--- src/rtl/seg_display_arbiter_if.sv ---
// Requester/display bundle for the shared seven-segment display.
// Requesters and the display sink sit on the master side; the arbiter is the slave.
interface seg_display_arbiter_if;
  logic        req_a;
  logic [31:0] data_a;
  logic        req_b;
  logic [31:0] data_b;
  logic        lz_en;
  logic        gnt_a;
  logic        gnt_b;
  logic [7:0]  seg;
  logic [7:0]  w_sel;
  logic        frame_done;

  modport master (
    output req_a, data_a, req_b, data_b, lz_en,
    input  gnt_a, gnt_b, seg, w_sel, frame_done
  );

  modport slave (
    input  req_a, data_a, req_b, data_b, lz_en,
    output gnt_a, gnt_b, seg, w_sel, frame_done
  );
endinterface

--- src/rtl/seg_display_arbiter.sv ---
// Digit-scan timing plus frame-boundary arbitration of the 8-digit display
// between requesters A and B, showing a per-frame snapshot of the owner's BCD word.
module seg_display_arbiter #(
  parameter int SCAN_DIV     = 50000,
  parameter int MIN_FRAMES   = 4,
  parameter int BLANK_FRAMES = 1
) (
  input logic               clk,
  input logic               clr,
  seg_display_arbiter_if.slave bus
);
  typedef enum logic [1:0] {IDLE, OWN_A, OWN_B, BLANK} state_t;

  localparam int PW = $clog2(SCAN_DIV);

  logic [PW-1:0] presc;
  logic [2:0]    idx, idx_nxt;
  logic          tick, fdone;
  state_t        state, state_nxt;
  logic [15:0]   own_cnt, own_cnt_nxt, own_inc, blk_cnt, blk_cnt_nxt;
  logic          last_b, last_b_nxt;
  logic [31:0]   shadow, shadow_nxt, sh;
  logic          disp_en, en_nxt, en;
  logic [7:0]    lead;
  logic [3:0]    nib;
  logic [7:0]    seg_nxt, seg_q, wsel_q;

  function automatic logic [7:0] dec7(input logic [3:0] n);
    case (n)
      4'd0:    dec7 = 8'hC0;
      4'd1:    dec7 = 8'hF9;
      4'd2:    dec7 = 8'hA4;
      4'd3:    dec7 = 8'hB0;
      4'd4:    dec7 = 8'h99;
      4'd5:    dec7 = 8'h92;
      4'd6:    dec7 = 8'h82;
      4'd7:    dec7 = 8'hF8;
      4'd8:    dec7 = 8'h80;
      4'd9:    dec7 = 8'h90;
      default: dec7 = 8'hBF;
    endcase
  endfunction

  assign tick    = (presc == PW'(SCAN_DIV - 1));
  assign fdone   = tick && (idx == 3'd7);
  assign idx_nxt = idx + 3'd1;

  always_comb begin
    state_nxt   = state;
    own_cnt_nxt = own_cnt;
    blk_cnt_nxt = blk_cnt;
    last_b_nxt  = last_b;
    own_inc     = (own_cnt == 16'(MIN_FRAMES)) ? own_cnt : own_cnt + 16'd1;
    if (fdone) begin
      case (state)
        IDLE: begin
          if (bus.req_b) begin
            state_nxt = OWN_B; own_cnt_nxt = '0; last_b_nxt = 1'b1;
          end else if (bus.req_a) begin
            state_nxt = OWN_A; own_cnt_nxt = '0; last_b_nxt = 1'b0;
          end
        end
        OWN_A: begin
          own_cnt_nxt = own_inc;
          if (!bus.req_a || (bus.req_b && own_inc == 16'(MIN_FRAMES))) begin
            state_nxt = BLANK; blk_cnt_nxt = '0;
          end
        end
        OWN_B: begin
          own_cnt_nxt = own_inc;
          if (!bus.req_b || (bus.req_a && own_inc == 16'(MIN_FRAMES))) begin
            state_nxt = BLANK; blk_cnt_nxt = '0;
          end
        end
        default: begin
          blk_cnt_nxt = blk_cnt + 16'd1;
          if ((blk_cnt + 16'd1) >= 16'(BLANK_FRAMES)) begin
            own_cnt_nxt = '0;
            // Round-robin: the requester that did not own last gets first pick.
            if (last_b && bus.req_a) begin
              state_nxt = OWN_A; last_b_nxt = 1'b0;
            end else if (!last_b && bus.req_b) begin
              state_nxt = OWN_B; last_b_nxt = 1'b1;
            end else if (last_b && bus.req_b) begin
              state_nxt = OWN_B;
            end else if (!last_b && bus.req_a) begin
              state_nxt = OWN_A;
            end else begin
              state_nxt = IDLE;
            end
          end
        end
      endcase
    end
  end

  always_comb begin
    shadow_nxt = '0;
    if (state_nxt == OWN_A) shadow_nxt = bus.data_a;
    else if (state_nxt == OWN_B) shadow_nxt = bus.data_b;
    en_nxt = (state_nxt == OWN_A) || (state_nxt == OWN_B);
    // Digit 0 of a new frame must already come from the incoming snapshot.
    sh = fdone ? shadow_nxt : shadow;
    en = fdone ? en_nxt : disp_en;
    lead[7] = (sh[31:28] == 4'd0);
    for (int i = 6; i >= 0; i--) lead[i] = lead[i+1] && (sh[4*i +: 4] == 4'd0);
    nib     = sh[4*idx_nxt +: 4];
    seg_nxt = dec7(nib);
    if (!en || (bus.lz_en && lead[idx_nxt] && idx_nxt != 3'd0)) seg_nxt = 8'hFF;
  end

  always_ff @(posedge clk) begin
    if (clr) begin
      presc   <= '0;
      idx     <= '0;
      state   <= IDLE;
      own_cnt <= '0;
      blk_cnt <= '0;
      last_b  <= 1'b0;
      shadow  <= '0;
      disp_en <= 1'b0;
      seg_q   <= 8'hFF;
      wsel_q  <= 8'h01;
    end else begin
      presc   <= tick ? '0 : presc + PW'(1);
      state   <= state_nxt;
      own_cnt <= own_cnt_nxt;
      blk_cnt <= blk_cnt_nxt;
      last_b  <= last_b_nxt;
      if (tick) begin
        idx    <= idx_nxt;
        wsel_q <= 8'd1 << idx_nxt;
        seg_q  <= seg_nxt;
      end
      if (fdone) begin
        shadow  <= shadow_nxt;
        disp_en <= en_nxt;
      end
    end
  end

  assign bus.gnt_a      = (state == OWN_A);
  assign bus.gnt_b      = (state == OWN_B);
  assign bus.seg        = seg_q;
  assign bus.w_sel      = wsel_q;
  assign bus.frame_done = fdone;
endmodule

--- src/flat_wrapper.sv ---
// flat-port wrapper written by rule: the top's interface ports become plain ports
module seg_display_arbiter_flat 
#(
  parameter int SCAN_DIV     = 50000,
  parameter int MIN_FRAMES   = 4,
  parameter int BLANK_FRAMES = 1
)
  (clk, clr, bus_req_a, bus_data_a, bus_req_b, bus_data_b, bus_lz_en, bus_gnt_a, bus_gnt_b, bus_seg, bus_w_sel, bus_frame_done);
  seg_display_arbiter_if bus_i ();
  input logic clk;
  input logic clr;
  input wire logic [$bits(bus_i.req_a)-1:0] bus_req_a;
  input wire logic [$bits(bus_i.data_a)-1:0] bus_data_a;
  input wire logic [$bits(bus_i.req_b)-1:0] bus_req_b;
  input wire logic [$bits(bus_i.data_b)-1:0] bus_data_b;
  input wire logic [$bits(bus_i.lz_en)-1:0] bus_lz_en;
  output wire logic [$bits(bus_i.gnt_a)-1:0] bus_gnt_a;
  output wire logic [$bits(bus_i.gnt_b)-1:0] bus_gnt_b;
  output wire logic [$bits(bus_i.seg)-1:0] bus_seg;
  output wire logic [$bits(bus_i.w_sel)-1:0] bus_w_sel;
  output wire logic [$bits(bus_i.frame_done)-1:0] bus_frame_done;
  assign bus_i.req_a = bus_req_a;
  assign bus_i.data_a = bus_data_a;
  assign bus_i.req_b = bus_req_b;
  assign bus_i.data_b = bus_data_b;
  assign bus_i.lz_en = bus_lz_en;
  assign bus_gnt_a = bus_i.gnt_a;
  assign bus_gnt_b = bus_i.gnt_b;
  assign bus_seg = bus_i.seg;
  assign bus_w_sel = bus_i.w_sel;
  assign bus_frame_done = bus_i.frame_done;
  seg_display_arbiter #(.SCAN_DIV(SCAN_DIV), .MIN_FRAMES(MIN_FRAMES), .BLANK_FRAMES(BLANK_FRAMES)) u_core (.clk(clk), .clr(clr), .bus(bus_i));
endmodule
--- config.mk ---
export PLATFORM = sky130hd
export DESIGN_NAME = seg_display_arbiter_flat
export DESIGN_NICKNAME = d
export VERILOG_FILES = /design/src/rtl/seg_display_arbiter_if.sv /design/src/rtl/seg_display_arbiter.sv /design/src/flat_wrapper.sv
export SDC_FILE = /design/constraint.sdc
export NUM_CORES = 1
export LEC_CHECK = 0
export BUFFER_PORTS_ARGS = -buffer_cell sky130_fd_sc_hd__buf_2
export CAP_MARGIN = 10
export CORE_UTILIZATION = 64
export CTS_CLUSTER_DIAMETER = 100
export DETAILED_ROUTE_END_ITERATION = 10
export PLACE_DENSITY = 0.95
export SETUP_SLACK_MARGIN = 0.15
export SYNTH_ARGS = -nofsm -noshare
export SYNTH_HDL_FRONTEND = slang
export SYNTH_SLANG_ARGS = --single-unit
--- constraint.sdc ---
create_clock -name clk -period 12.4 [get_ports clk]
set_input_delay 1.86 -clock clk [delete_from_list [all_inputs] [get_ports clk]]
set_output_delay 1.86 -clock clk [all_outputs]
set_load 0.02 [all_outputs]
### Word level (Yosys, flattened, before mapping)

Memories as Yosys holds them, arrays and structs flattened.
Index checks and enable logic that the tools add are counted.

| storage, ports and cells | value |
|---|---|
| bits in registers | 103 |
| memories | 1 |
| ROM bits | 112 |
| input port bits | 69 |

Memory list:

| name | depth | width | read ports | clocked after memory_dff | wr ports | line | source |
|---|---|---|---|---|---|---|---|
| (no name shown) | 16 | 7 | 1 | 0 | 0 | seg_display_arbiter.sv:29 | `case (n)` |

| operators by class | value |
|---|---|
| reductions and logical operators | 42 |
| bitwise logic cells | 2 |
| $add $sub $neg | 4 |
| equal/unequal tests | 11 |
| shifts and indexed selects | 2 |
| muxes and demuxes | 32 |
| $lt $le $gt $ge | 2 |

Operator list:

| cell | count |
|---|---|
| two-way mux 16 bit | 6 |
| two-way mux 32 bit | 3 |
| adder 16 x 1 -> 16 bit (second input constant) | 3 |
| case mux 16 bit (3 select lines) | 1 |
| equality test 16 x 3 -> 1 bit (second input constant) | 2 |
| zero test 4 bit | 8 |
| case mux 16 bit (2 select lines) | 1 |
| variable part select 32 x 6 -> 4 bit | 1 |
| two-way mux 2 bit | 9 |
| equality test 16 bit (second input constant) | 1 |
| greater-or-equal comparator 16 x 1 -> 1 bit (second input constant) | 1 |
| logical AND 1 bit | 16 |
| nonzero test 3 bit | 3 |
| two-way mux 1 bit | 8 |
| two-way mux 8 bit | 1 |
| << shifter 1 x 3 -> 8 bit (first input constant) | 1 |
| case mux 2 bit (3 select lines) | 1 |
| AND reduction 5 bit | 1 |
| equality test 2 x 1 -> 1 bit (second input constant) | 2 |
| equality test 2 bit (second input constant) | 2 |
| zero test 1 bit | 4 |
| logical OR 1 bit | 4 |
| < comparator 3 x 4 -> 1 bit (second input constant) | 1 |
| inequality test 2 x 1 -> 1 bit (second input constant) | 2 |
| other kinds (11) | 13 |

### Logic depth before layout (Yosys ltp)

Gate-level depths: netlist of run 1.

| depth | value |
|---|---|
| depth after elaboration | 27 |
| mapped depth | 27 |

### Worst setup path after synthesis of run 1

No wires, ideal clock.

| path | value |
|---|---|
| path kind | input -> register |
| start | in bus_req_b |
| end | reg u_core.seg_q[0] (netlist: u_core.bus.seg[0]) |
| stages on the path | 20 |
| path slack | 7.116 ns |
| required time | 12.283 ns |
| arrival time | 5.167 ns |
| library setup time | 0.117 ns |
| buffers on the path | 5 |
| path through | clkbuf_1 > inv_1 > a2111oi_0 > a41oi_1 > nand2_1 > o21ai_0 > ha_1 > clkbuf_1 > clkbuf_1 > buf_2 > clkbuf_1 > o21ai_0 > mux2i_1 > o221ai_1 > o22ai_1 > inv_1 > ha_1 > mux2i_1 > a31oi_1 > o22a_1 |

| between the ends | value |
|---|---|
| longest elaborated chain between the ends | 25 |

RTL lines:

| what | line | source |
|---|---|---|
| from (decl) | flat_wrapper.sv:14 | `input wire logic [$bits(bus_i.req_b)-1:0] bus_req_b;` |
| logical AND 1 bit | seg_display_arbiter.sv:84 | `end else if (last_b && bus.req_b) begin` |
| two-way mux 2 bit | seg_display_arbiter.sv:84 |  |
| two-way mux 2 bit | seg_display_arbiter.sv:82 | `end else if (!last_b && bus.req_b) begin` |
| two-way mux 2 bit | seg_display_arbiter.sv:80 | `if (last_b && bus.req_a) begin` |
| two-way mux 2 bit | seg_display_arbiter.sv:77 | `if ((blk_cnt + 16'd1) >= 16'(BLANK_FRAMES)) begin` |
| case mux 2 bit (3 select lines) * | seg_display_arbiter.sv:55 | `case (state)` |
| two-way mux 2 bit * | seg_display_arbiter.sv:54 | `if (fdone) begin` |
| named net u_core.state_nxt[0] | seg_display_arbiter.sv:19 | `state_t state, state_nxt;` |
| (+3 left out) | n/a |  |
| two-way mux 32 bit | n/a |  |
| zero test 4 bit, on equally long branches | seg_display_arbiter.sv:105, seg_display_arbiter.sv:106 |  |
| logical AND 1 bit (7 in series) | seg_display_arbiter.sv:106 | `for (int i = 6; i >= 0; i--) lead[i] = lead[i+1] && (sh[4*i +: 4] == 4'd0);` |
| binary-select mux 1 bit (select 3 bit) | seg_display_arbiter.sv:109 | `if (!en \|\| (bus.lz_en && lead[idx_nxt] && idx_nxt != 3'd0)) seg_nxt = 8'hFF;` |
| two-way mux 1 bit (not written as such) | seg_display_arbiter.sv:109 |  |
| logical AND 1 bit (2 in series) | seg_display_arbiter.sv:109 |  |
| logical OR 1 bit | seg_display_arbiter.sv:109 |  |
| two-way mux 8 bit * | seg_display_arbiter.sv:109 |  |
| to (signal assigned) | seg_display_arbiter.sv:133 | `seg_q <= seg_nxt;` |
| to (decl) | seg_display_arbiter.sv:26 | `logic [7:0] seg_nxt, seg_q, wsel_q;` |

Mark *: on every way through the listed nets, which the timed path passes. The rest lies on a longest branch. The select of a mux whose other input is x is not followed.
A chain may end at the register's enable or synchronous reset.

### Final worst setup path of run 1

| path | value |
|---|---|
| start | reg u_core.blk_cnt[0] |
| end | reg u_core.seg_q[0] (netlist: u_core.bus.seg[0]) |

| between the ends | value |
|---|---|
| longest elaborated chain between the ends | 23 |

RTL lines:

| what | line | source |
|---|---|---|
| from (decl) | seg_display_arbiter.sv:20 | `logic [15:0] own_cnt, own_cnt_nxt, own_inc, blk_cnt, blk_cnt_nxt;` |
| from (signal assigned) | seg_display_arbiter.sv:128 | `blk_cnt <= blk_cnt_nxt;` |
| adder 16 x 1 -> 16 bit * | seg_display_arbiter.sv:77 |  |
| greater-or-equal comparator 16 x 1 -> 1 bit * | seg_display_arbiter.sv:77 |  |
| two-way mux 2 bit * | seg_display_arbiter.sv:77 |  |
| case mux 2 bit (3 select lines) * | seg_display_arbiter.sv:55 |  |
| two-way mux 2 bit * | seg_display_arbiter.sv:54 |  |
| named net u_core.state_nxt[0] | seg_display_arbiter.sv:19 |  |
| equality test 2 bit | seg_display_arbiter.sv:100, seg_display_arbiter.sv:101 |  |
| two-way mux 32 bit | seg_display_arbiter.sv:100 | `else if (state_nxt == OWN_B) shadow_nxt = bus.data_b;` |
| two-way mux 32 bit | seg_display_arbiter.sv:99 | `if (state_nxt == OWN_A) shadow_nxt = bus.data_a;` |
| two-way mux 32 bit | n/a |  |
| zero test 4 bit, on equally long branches | seg_display_arbiter.sv:105, seg_display_arbiter.sv:106 |  |
| logical AND 1 bit (7 in series) | seg_display_arbiter.sv:106 |  |
| binary-select mux 1 bit (select 3 bit) | seg_display_arbiter.sv:109 |  |
| two-way mux 1 bit (not written as such) | seg_display_arbiter.sv:109 |  |
| logical AND 1 bit (2 in series) | seg_display_arbiter.sv:109 |  |
| logical OR 1 bit | seg_display_arbiter.sv:109 |  |
| two-way mux 8 bit * | seg_display_arbiter.sv:109 |  |

Marks and branches as above.

==> results of run 1 <==
## area by class of cell
class | count | area, um^2 | area share [%]
clock buffer | 11 | 141 | 1.86
clock inverter | 5 | 47.5 | 0.626
inverter | 29 | 109 | 1.43
multi-input combinational | 747 | 4620 | 60.8
sequential | 102 | 2040 | 26.9
tap | 140 | 175 | 2.31
timing repair buffer | 90 | 460 | 6.06
## metal layers
metal  vias to the layer above  GRT usage, %  share of wire, %
met5                         -             0                 0
met3                        62          5.65               6.7
li1                       3433             -                 -
met4                         0          16.5               4.0
met2                       308          54.9                48
met1                      3261          40.3                41
## registers in the layout, summed over array words and instances, names as in the netlist
signal / cells
u_core.shadow: 32
u_core.blk_cnt: 16
u_core.own_cnt: 16
u_core.presc: 16
u_core.bus.w_sel: 8
u_core.bus.seg: 7
u_core.idx: 3
u_core.state: 2
u_core.disp_en: 1
u_core.last_b: 1
## power by group through the flow
stage | Sequential (mW) | Clock, mW | Combinational [mW]
finish | 0.329 | 0.212 | 0.0286
global route | 0.329 | 0.227 | 0.0314
CTS | 0.329 | 0.213 | 0.0279
detailed placement | 0.337 | 0 | 0.0278
global placement | 0.336 | 0 | 0.0275
floorplan | 0.336 | 0 | 0.0121
## cells in the mapped netlist, types with 17 or more instances
cell type / count
mux2i_1: 21
dfxtp_1: 102
a21oi_1: 66
nor3_1: 17
clkbuf_1: 47
o21ai_0: 82
nand3_1: 36
nand2_1: 158
nor2_1: 103
nor2b_1: 18
ha_1: 23
inv_1: 26
## kinds of logic (layout without fill, tap and decap cells)
group                    after synthesis  count (layout)
multiplexers                          35              35
AND/OR/NAND/NOR                      418             418
adder cells (fa/ha/maj)               23              23
buffers and inverters                 99             135
flip-flops                           102             102
XOR/XNOR                              22              22
AO/OA/AOI/OAI                        248             248
other                                  1               1
## stage by stage
step	setup slack, ps	power [mW]	utilization, %	cells
final	6250	0.569	70.4	1124
after global routing	5960	0.587	70.4	1124
after CTS	6410	0.570	70.4	1124
after detailed placement	6510	0.364	68.7	1108
after global placement	6740	0.364	68.7	1108
after floorplan	7120	0.348	-	948
## final timing paths
check / startpoint / end / slack [ps] / cells past startpoint
hold reg to reg: u_core.bus.w_sel[5]$_SDFFE_PP0P_ / u_core.bus.w_sel[5]$_SDFFE_PP0P_ / 460 / 2
setup / recovery: u_core.blk_cnt[0]$_SDFFE_PP0P_ / u_core.bus.seg[0]$_SDFFE_PP1P_ / 6250 / 21
hold / removal: u_core.bus.w_sel[5]$_SDFFE_PP0P_ / u_core.bus.w_sel[5]$_SDFFE_PP0P_ / 460 / 2
setup reg to reg: u_core.blk_cnt[0]$_SDFFE_PP0P_ / u_core.bus.seg[0]$_SDFFE_PP1P_ / 6250 / 21
## worst reg2reg max path, stage by stage (launching register included)
cell	delay [ps]
dfxtp_1	510
ha_1	300
nand3_1	260
nor4_1	580
and3_1	310
a31oi_2	150
nor4_4	440
a211o_2	380
nand2_1	120
o21ai_0	120
ha_2	210
buf_4	500
nor2b_1	310
a22oi_1	350
mux4_2	310
nor2_1	50
o22ai_1	400
inv_1	150
ha_1	230
mux2i_1	140
a31oi_1	70
o22a_1	170
==> impl_results.html, run 1 <==
<table>
<tr><th>Metric</th><th>Value</th></tr>
<tr><th colspan="2">Yosys</th></tr>
<tr><td>Post-synthesis compound-gate area fraction</td><td>23.0%</td></tr>
<tr><td>Yosys warning total</td><td>0</td></tr>
<tr><td>Post-synth net total</td><td>1,040</td></tr>
<tr><td>Distinct cell type count after synthesis</td><td>82</td></tr>
<tr><td>Proportion of synthesized chip area in sequential cells</td><td>28.8%</td></tr>
<tr><td>Dominant combinational cell family by area after synthesis</td><td>simple AND/OR/NAND/NOR gates</td></tr>
<tr><td>Instance count of the mapped netlist</td><td>948</td></tr>
<tr><td>Area fraction of the dominant cell type after synthesis</td><td>28.8%</td></tr>
<tr><td>Main area contributors after synthesis</td><td>dfxtp_1 (29%), nand2_1 (8.4%), o21ai_0 (5.8%)</td></tr>
<tr><td>Area share of xor/xnor cells in the synthesized design</td><td>2.72%</td></tr>
<tr><td>Post-synth top area cell</td><td>dfxtp_1</td></tr>
<tr><td>Area share of and/or/nand/nor cells after synthesis</td><td>28.9%</td></tr>
<tr><td>Leading register cell type out of synthesis</td><td>dfxtp_1</td></tr>
<tr><td>Multiplexer area fraction after synthesis</td><td>6.46%</td></tr>
<tr><td>Cell area after synthesis</td><td>0.00709 mm^2</td></tr>
<tr><td>FF+latch count, synth</td><td>102</td></tr>
<tr><td>Share of flip-flops with an asynchronous set or reset</td><td>0%</td></tr>
<tr><td>Adder and majority cell fraction of the synthesized area</td><td>4.06%</td></tr>
<tr><td>Synth Area per Inst</td><td>7.48 um^2</td></tr>
<tr><td>Number of flops mapped to enable cells by yosys</td><td>0</td></tr>
<tr><th colspan="2">Hold path</th></tr>
<tr><td>Worst hold path type</td><td>flop to flop</td></tr>
<tr><th colspan="2">Final layout</th></tr>
<tr><td>Post-route design area</td><td>0.00760 mm^2</td></tr>
<tr><td>Commonest non-fill, non-tap cell in the layout</td><td>nand2_1</td></tr>
<tr><td>Count of fill cells added during filler insertion</td><td>866</td></tr>
<tr><td>Number of antenna cells inserted</td><td>0</td></tr>
<tr><td>Highest-count cells in the layout ignoring fill and taps</td><td>nand2_1 (158), nor2_1 (103), dfxtp_1 (102)</td></tr>
<tr><td>Number of nets at the end of the flow</td><td>1,071</td></tr>
<tr><td>Fraction of layout instances using a drive strength above 1</td><td>15.1%</td></tr>
<tr><td>Synthesis-to-layout area growth</td><td>7.18%</td></tr>
<tr><th colspan="2">Detailed routing</th></tr>
<tr><td>DRT Pass-1 Iters</td><td>6</td></tr>
<tr><td>Routed Antenna Nets</td><td>0</td></tr>
<tr><td>Remaining design rule violation count</td><td>0</td></tr>
<tr><td>Vias post-DR</td><td>7,064</td></tr>
<tr><td>Number of DRC markers in iteration 0</td><td>840</td></tr>
<tr><td>Drt via density</td><td>6.28</td></tr>
<tr><td>Total Wirelength</td><td>18,500 um</td></tr>
<tr><td>Average routed wire per standard cell</td><td>16.5 um</td></tr>
<tr><th colspan="2">Floorplanning</th></tr>
<tr><td>Die area</td><td>0.0115 mm^2</td></tr>
<tr><td>Die Wd</td><td>107 um</td></tr>
<tr><td>Floorplan core area</td><td>0.0108 mm^2</td></tr>
<tr><td>Cell Rows</td><td>38</td></tr>
<tr><td>Starting Density</td><td>65.7%</td></tr>
<tr><td>I/O pin count</td><td>88</td></tr>
<tr><td>Die boundary height</td><td>107 um</td></tr>
<tr><th colspan="2">STA</th></tr>
<tr><td>Share of the clock period used by the worst path</td><td>49.6%</td></tr>
<tr><td>Post-route setup TNS</td><td>0 ps</td></tr>
<tr><td>Final number of hold-violating endpoints</td><td>0</td></tr>
<tr><td>Endpoints failing setup</td><td>0</td></tr>
<tr><td>Worst hold slack across all endpoints</td><td>456 ps</td></tr>
<tr><td>Slew of the pin with the lowest slew margin</td><td>1040 ps</td></tr>
<tr><td>Post-layout minimum cycle time</td><td>6150 ps</td></tr>
<tr><td>Number of slew-limit violations in the final report</td><td>0</td></tr>
<tr><td>Setup repair after global routing missed its margin</td><td>no</td></tr>
<tr><td>Skew final</td><td>19.1 ps</td></tr>
<tr><td>Fmax achieved</td><td>0.163 GHz</td></tr>
<tr><td>Remaining max-slew budget at the tightest pin</td><td>30.1%</td></tr>
<tr><th colspan="2">Clock network</th></tr>
<tr><td>CTS H-tree depth</td><td>3</td></tr>
<tr><td>Root cell of the clock tree</td><td>clkbuf_8</td></tr>
<tr><td>Post-CTS setup buffers</td><td>0</td></tr>
<tr><td>Count of hold buffers inserted by post-cts repair</td><td>0</td></tr>
<tr><td>Count of cells resized by post-cts repair</td><td>0</td></tr>
<tr><td>TritonCTS sink count</td><td>102</td></tr>
<tr><td>TritonCTS clock tree</td><td>done</td></tr>
<tr><td>Clock Path Buffers</td><td>2</td></tr>
<tr><td>Total clock buffers created by CTS</td><td>9</td></tr>
<tr><td>Clock latency of the later-clocked register in the worst-skew pair</td><td>390 ps</td></tr>
<tr><td>Register clock-pin slew on the reported worst setup and hold paths</td><td>110 ps</td></tr>
<tr><th colspan="2">Global routing</th></tr>
<tr><td>Vias in the first global route</td><td>6,516</td></tr>
<tr><td>Pin count of the biggest net entering global routing</td><td>77</td></tr>
<tr><td>Total global-route track usage</td><td>32.8%</td></tr>
<tr><td>GRT overflow</td><td>0</td></tr>
<tr><td>Global-route wire length before repair</td><td>30,300 um</td></tr>
<tr><td>Initial antenna violation count</td><td>0</td></tr>
<tr><th colspan="2">Setup path</th></tr>
<tr><td>Kind of launch point of the worst setup path</td><td>flop</td></tr>
<tr><td>CP arrival</td><td>6440 ps</td></tr>
<tr><td>Slowest-stage cell, CP</td><td>nor4_1</td></tr>
<tr><td>Most frequent cell on the critical path</td><td>ha_1</td></tr>
<tr><td>Crit-path max cell delay</td><td>580 ps</td></tr>
<tr><td>Cell family contributing the most delay on the critical path</td><td>simple AND/OR/NAND/NOR gates</td></tr>
<tr><td>CP Data Required Time</td><td>12,690 ps</td></tr>
<tr><td>Class of the most critical setup path</td><td>flop to flop</td></tr>
<tr><td>Setup crit end kind</td><td>flop</td></tr>
<tr><td>Max FO, Critical Path</td><td>76</td></tr>
<tr><td>Worst-path cell chain</td><td>ha_1, nand3_1, nor4_1, and3_1, a31oi_2, nor4_4, a211o_2, nand2_1, o21ai_0, ha_2, buf_4, nor2b_1, a22oi_1, mux4_2, nor2_1, o22ai_1, inv_1, ha_1, mux2i_1, a31oi_1, o22a_1</td></tr>
<tr><td>Buf+Inv Stages, Crit Path</td><td>2</td></tr>
<tr><th colspan="2">Power</th></tr>
<tr><td>Switching share of power</td><td>25.9%</td></tr>
<tr><td>Sequential share of power</td><td>57.8%</td></tr>
<tr><td>Power Internal</td><td>0.422 mW</td></tr>
<tr><td>Pwr/cell area</td><td>74.9 mW/mm^2</td></tr>
<tr><td>Clock power share</td><td>37.2%</td></tr>
<tr><td>Static leakage</td><td>2.76 nW</td></tr>
<tr><td>Combinational cell fraction of total power</td><td>5.0%</td></tr>
<tr><td>Power spent charging and discharging nets</td><td>0.147 mW</td></tr>
<tr><td>Maximum resistive drop on vdd</td><td>0.0632 mV</td></tr>
<tr><th colspan="2">Job</th></tr>
<tr><td>Max-Cap Viols</td><td>0</td></tr>
<tr><th colspan="2">Placed design</th></tr>
<tr><td>Post-detailed-placement cell area</td><td>0.00741 mm^2</td></tr>
<tr><td>Port buffer count</td><td>86</td></tr>
<tr><td>Placed wire-length estimate after detailed placement</td><td>13,100 um</td></tr>
<tr><td>RD Place Congestion</td><td>0.961</td></tr>
<tr><th colspan="2">Status</th></tr>
<tr><td>Run status</td><td>complete, no violations</td></tr>
</table>
Power figures use the tool's default switching activity.
==> run 2, diff against run 1 <==
--- a/config.mk
+++ b/config.mk
@@ -7,10 +7,10 @@
 export LEC_CHECK = 0
 export BUFFER_PORTS_ARGS = -buffer_cell sky130_fd_sc_hd__buf_2
 export CAP_MARGIN = 10
-export CORE_UTILIZATION = 64
+export CORE_UTILIZATION = 59
 export CTS_CLUSTER_DIAMETER = 100
 export DETAILED_ROUTE_END_ITERATION = 10
-export PLACE_DENSITY = 0.95
+export PLACE_DENSITY = 0.91
 export SETUP_SLACK_MARGIN = 0.15
 export SYNTH_ARGS = -nofsm -noshare
 export SYNTH_HDL_FRONTEND = slang
==> constraint.sdc (replaced) <==
create_clock -name clk -period 6 [get_ports clk]
set_input_delay 0.9 -clock clk [delete_from_list [all_inputs] [get_ports clk]]
set_output_delay 0.9 -clock clk [all_outputs]
set_load 0.02 [all_outputs]
==> run 2 against run 1 <==
The flow now finishes with violations (DRC); first-iteration DRC count fell by 29%; sequential power rose by 110%; highest routed layer unchanged; combinational power up 110%; sequential cell count stayed put; sequential share of layout area decreased by 0.65 points; worst setup slack worse by 5700 ps; non-clock buffer count increased by 2; clock skew is 9.9 ps lower; design area up 2.5%; die area is 8.3% higher.
==> impl_results.html, run 2 (synthesis gave the netlist of run 1 again) <==
<table>
<tr><th>Metric</th><th>Value</th></tr>
<tr><th colspan="2">Final layout</th></tr>
<tr><td>Number of flip-flops in the largest register</td><td>32 (unchanged)</td></tr>
<tr><td>Commonest non-fill, non-tap cell in the layout</td><td>nand2_1</td></tr>
<tr><td>Count of fill cells added during filler insertion</td><td>934 (+7.9%)</td></tr>
<tr><td>Non-filler cells, final</td><td>1,129 (+0.44%)</td></tr>
<tr><td>Highest-count cells in the layout ignoring fill and taps</td><td>nand2_1 (158), nor2_1 (103), dfxtp_1 (102)</td></tr>
<tr><td>Reg with most FFs</td><td>u_core.shadow</td></tr>
<tr><td>Number of antenna cells inserted</td><td>0 (unchanged)</td></tr>
<tr><td>Fraction of layout instances using a drive strength above 1</td><td>16.1% (+0.98 points)</td></tr>
<tr><td>Synthesis-to-layout area growth</td><td>9.85%</td></tr>
<tr><td>Number of nets at the end of the flow</td><td>1,073 (+0.19%)</td></tr>
<tr><th colspan="2">Clock network</th></tr>
<tr><td>Clock Path Buffers</td><td>2 (unchanged)</td></tr>
<tr><td>Register clock-pin slew on the reported worst setup and hold paths</td><td>70 ps (-40 ps)</td></tr>
<tr><td>Count of hold buffers inserted by post-cts repair</td><td>0 (unchanged)</td></tr>
<tr><td>Post-CTS setup buffers</td><td>0 (unchanged)</td></tr>
<tr><td>TritonCTS clock tree</td><td>done</td></tr>
<tr><td>TritonCTS sink count</td><td>102 (unchanged)</td></tr>
<tr><td>Count of cells resized by post-cts repair</td><td>0 (unchanged)</td></tr>
<tr><td>Root cell of the clock tree</td><td>clkbuf_16</td></tr>
<tr><td>Total clock buffers created by CTS</td><td>9 (unchanged)</td></tr>
<tr><td>Clock latency of the later-clocked register in the worst-skew pair</td><td>360 ps (-30 ps)</td></tr>
<tr><td>CTS H-tree depth</td><td>3 (unchanged)</td></tr>
<tr><th colspan="2">Placed design</th></tr>
<tr><td>Placed insts</td><td>1,113 (+0.45%)</td></tr>
<tr><td>Placed wire-length estimate after detailed placement</td><td>12,700 um (-3.4%)</td></tr>
<tr><td>Port buffer count</td><td>86 (unchanged)</td></tr>
<tr><td>RD Place Congestion</td><td>0.912 (-5.1%)</td></tr>
<tr><th colspan="2">Floorplanning</th></tr>
<tr><td>Die area</td><td>0.0125 mm^2 (+8.3%)</td></tr>
<tr><td>Cell Rows</td><td>39 (+2.6%)</td></tr>
<tr><td>I/O pin count</td><td>88 (unchanged)</td></tr>
<tr><td>Starting Density</td><td>61.3% (-4.4 points)</td></tr>
<tr><td>Die Wd</td><td>112 um (+4.1%)</td></tr>
<tr><td>Die boundary height</td><td>112 um (+4.1%)</td></tr>
<tr><td>Floorplan core area</td><td>0.0116 mm^2 (+7.2%)</td></tr>
<tr><th colspan="2">STA</th></tr>
<tr><td>Skew final</td><td>9.29 ps (-9.86 ps)</td></tr>
<tr><td>Slew of the pin with the lowest slew margin</td><td>918 ps (-124 ps)</td></tr>
<tr><td>Setup repair after global routing missed its margin</td><td>no</td></tr>
<tr><td>Fmax achieved</td><td>0.182 GHz (+12%)</td></tr>
<tr><td>Post-route setup TNS</td><td>0 ps (unchanged)</td></tr>
<tr><td>Remaining max-slew budget at the tightest pin</td><td>38.4% (+8.3 points)</td></tr>
<tr><td>Final number of hold-violating endpoints</td><td>0 (unchanged)</td></tr>
<tr><td>Endpoints failing setup</td><td>0 (unchanged)</td></tr>
<tr><td>Post-layout minimum cycle time</td><td>5490 ps (-656 ps)</td></tr>
<tr><td>Number of slew-limit violations in the final report</td><td>0 (unchanged)</td></tr>
<tr><td>Share of the clock period used by the worst path</td><td>91.5% (+42 points)</td></tr>
<tr><th colspan="2">Status</th></tr>
<tr><td>Run status</td><td>complete, but fails checks</td></tr>
<tr><td>Violated checks</td><td>DRC</td></tr>
<tr><th colspan="2">Detailed routing</th></tr>
<tr><td>Routed Antenna Nets</td><td>0 (unchanged)</td></tr>
<tr><td>Number of DRC markers in iteration 0</td><td>596 (-29%)</td></tr>
<tr><td>Total Wirelength</td><td>18,100 um (-2.1%)</td></tr>
<tr><td>Average routed wire per standard cell</td><td>16.1 um (-2.5%)</td></tr>
<tr><td>Vias post-DR</td><td>7,173 (+1.5%)</td></tr>
<tr><td>Drt via density</td><td>6.35 (+1.1%)</td></tr>
<tr><td>DRT Pass-1 Iters</td><td>10 (+4)</td></tr>
<tr><td>Remaining design rule violation count</td><td>1 (+1)</td></tr>
<tr><th colspan="2">Setup path</th></tr>
<tr><td>Class of the most critical setup path</td><td>flop to flop</td></tr>
<tr><td>CP Data Required Time</td><td>6260 ps (-6430 ps)</td></tr>
<tr><td>Kind of launch point of the worst setup path</td><td>flop</td></tr>
<tr><td>Setup crit end kind</td><td>flop</td></tr>
<tr><td>Max FO, Critical Path</td><td>76 (unchanged)</td></tr>
<tr><td>CP arrival</td><td>5750 ps (-690 ps)</td></tr>
<tr><th colspan="2">Power</th></tr>
<tr><td>Maximum resistive drop on vdd</td><td>0.130 mV (+110%)</td></tr>
<tr><td>Pwr/cell area</td><td>169 mW/mm^2 (+130%)</td></tr>
<tr><td>Total Power</td><td>1.32 mW (+130%)</td></tr>
<tr><td>Static leakage</td><td>2.85 nW (+3.1%)</td></tr>
<tr><th colspan="2">Global routing</th></tr>
<tr><td>Vias in the first global route</td><td>6,360 (-2.4%)</td></tr>
<tr><td>Pin count of the biggest net entering global routing</td><td>79 (+2.6%)</td></tr>
<tr><td>Total global-route track usage</td><td>29.8% (-3.0 points)</td></tr>
<tr><td>Global-route wire length before repair</td><td>30,400 um (+0.53%)</td></tr>
<tr><td>GRT overflow</td><td>0 (unchanged)</td></tr>
<tr><td>Initial antenna violation count</td><td>0 (unchanged)</td></tr>
<tr><th colspan="2">Job</th></tr>
<tr><td>Max-Cap Viols</td><td>0 (unchanged)</td></tr>
<tr><th colspan="2">Hold path</th></tr>
<tr><td>Worst hold path type</td><td>flop to flop</td></tr>
</table>
[run 2: final timing paths]
path	end	cells past startpoint	slack, ps	from
worst max-delay path	u_core.bus.seg[0]$_SDFFE_PP1P_	21	510	u_core.own_cnt[0]$_SDFFE_PP0P_
worst min-delay path	u_core.bus.w_sel[7]$_SDFFE_PP0P_	2	450	u_core.bus.w_sel[7]$_SDFFE_PP0P_
worst max register to register	u_core.bus.seg[0]$_SDFFE_PP1P_	21	510	u_core.own_cnt[0]$_SDFFE_PP0P_
worst min register to register	u_core.bus.w_sel[7]$_SDFFE_PP0P_	2	450	u_core.bus.w_sel[7]$_SDFFE_PP0P_
[run 2: stage by stage]
stage / setup slack, ps / utilization, % / area (um^2) / hold WS, ps
finish: 509 / 67.3 / 7790 / 452
global route: 151 / 67.3 / 7790 / 472
CTS: 294 / 66.8 / 7730 / 456
detailed placement: 320 / 64.3 / 7440 / 445
global placement: 468 / 64.3 / 7440 / 438
floorplan: 725 / - / 7090 / 426
[run 2: where the power goes]
part	internal, mW	switching, mW	total [mW]
clock	0.292	0.288	0.580
sequential	0.678	0.00158	0.679
combinational	0.0228	0.0359	0.0587
[run 2: layout make-up]
| class | count | area (um^2) | area share, % |
|---|---|---|---|
| Multi-Input combinational cell | 747 | 4680 | 60.1 |
| Sequential cell | 102 | 2040 | 26.2 |
| Timing Repair Buffer | 92 | 488 | 6.27 |
| Clock buffer | 9 | 225 | 2.89 |
| Tap cell | 143 | 179 | 2.30 |
| Inverter | 29 | 109 | 1.40 |
| Clock inverter | 7 | 62.6 | 0.803 |
[run 2: critical path: stages, from the launching register on]
cell and delay (ps):
dfxtp_1 450, ha_1 310, nand3_1 180, nor3_1 360
a31oi_1 140, or4b_4 550, or3_1 340, a41oi_1 260
nand2_1 120, o21ai_0 200, ha_2 240, buf_12 250
nor2b_1 210, a22o_1 220, mux2i_1 240, o221ai_1 180
o22ai_2 350, inv_1 100, ha_1 220, mux2i_1 200
a31oi_1 80, o22a_1 180
[run 2: per-layer routing]
| metal | share of wire (%) | track usage (%) | vias to the layer above |
|---|---|---|---|
| met5 | 0 | 0 | - |
| met4 | 3.4 | 15.4 | 0 |
| met3 | 7.6 | 4.90 | 57 |
| met2 | 47 | 47.4 | 359 |
| met1 | 42 | 39.0 | 3302 |
| li1 | - | - | 3455 |
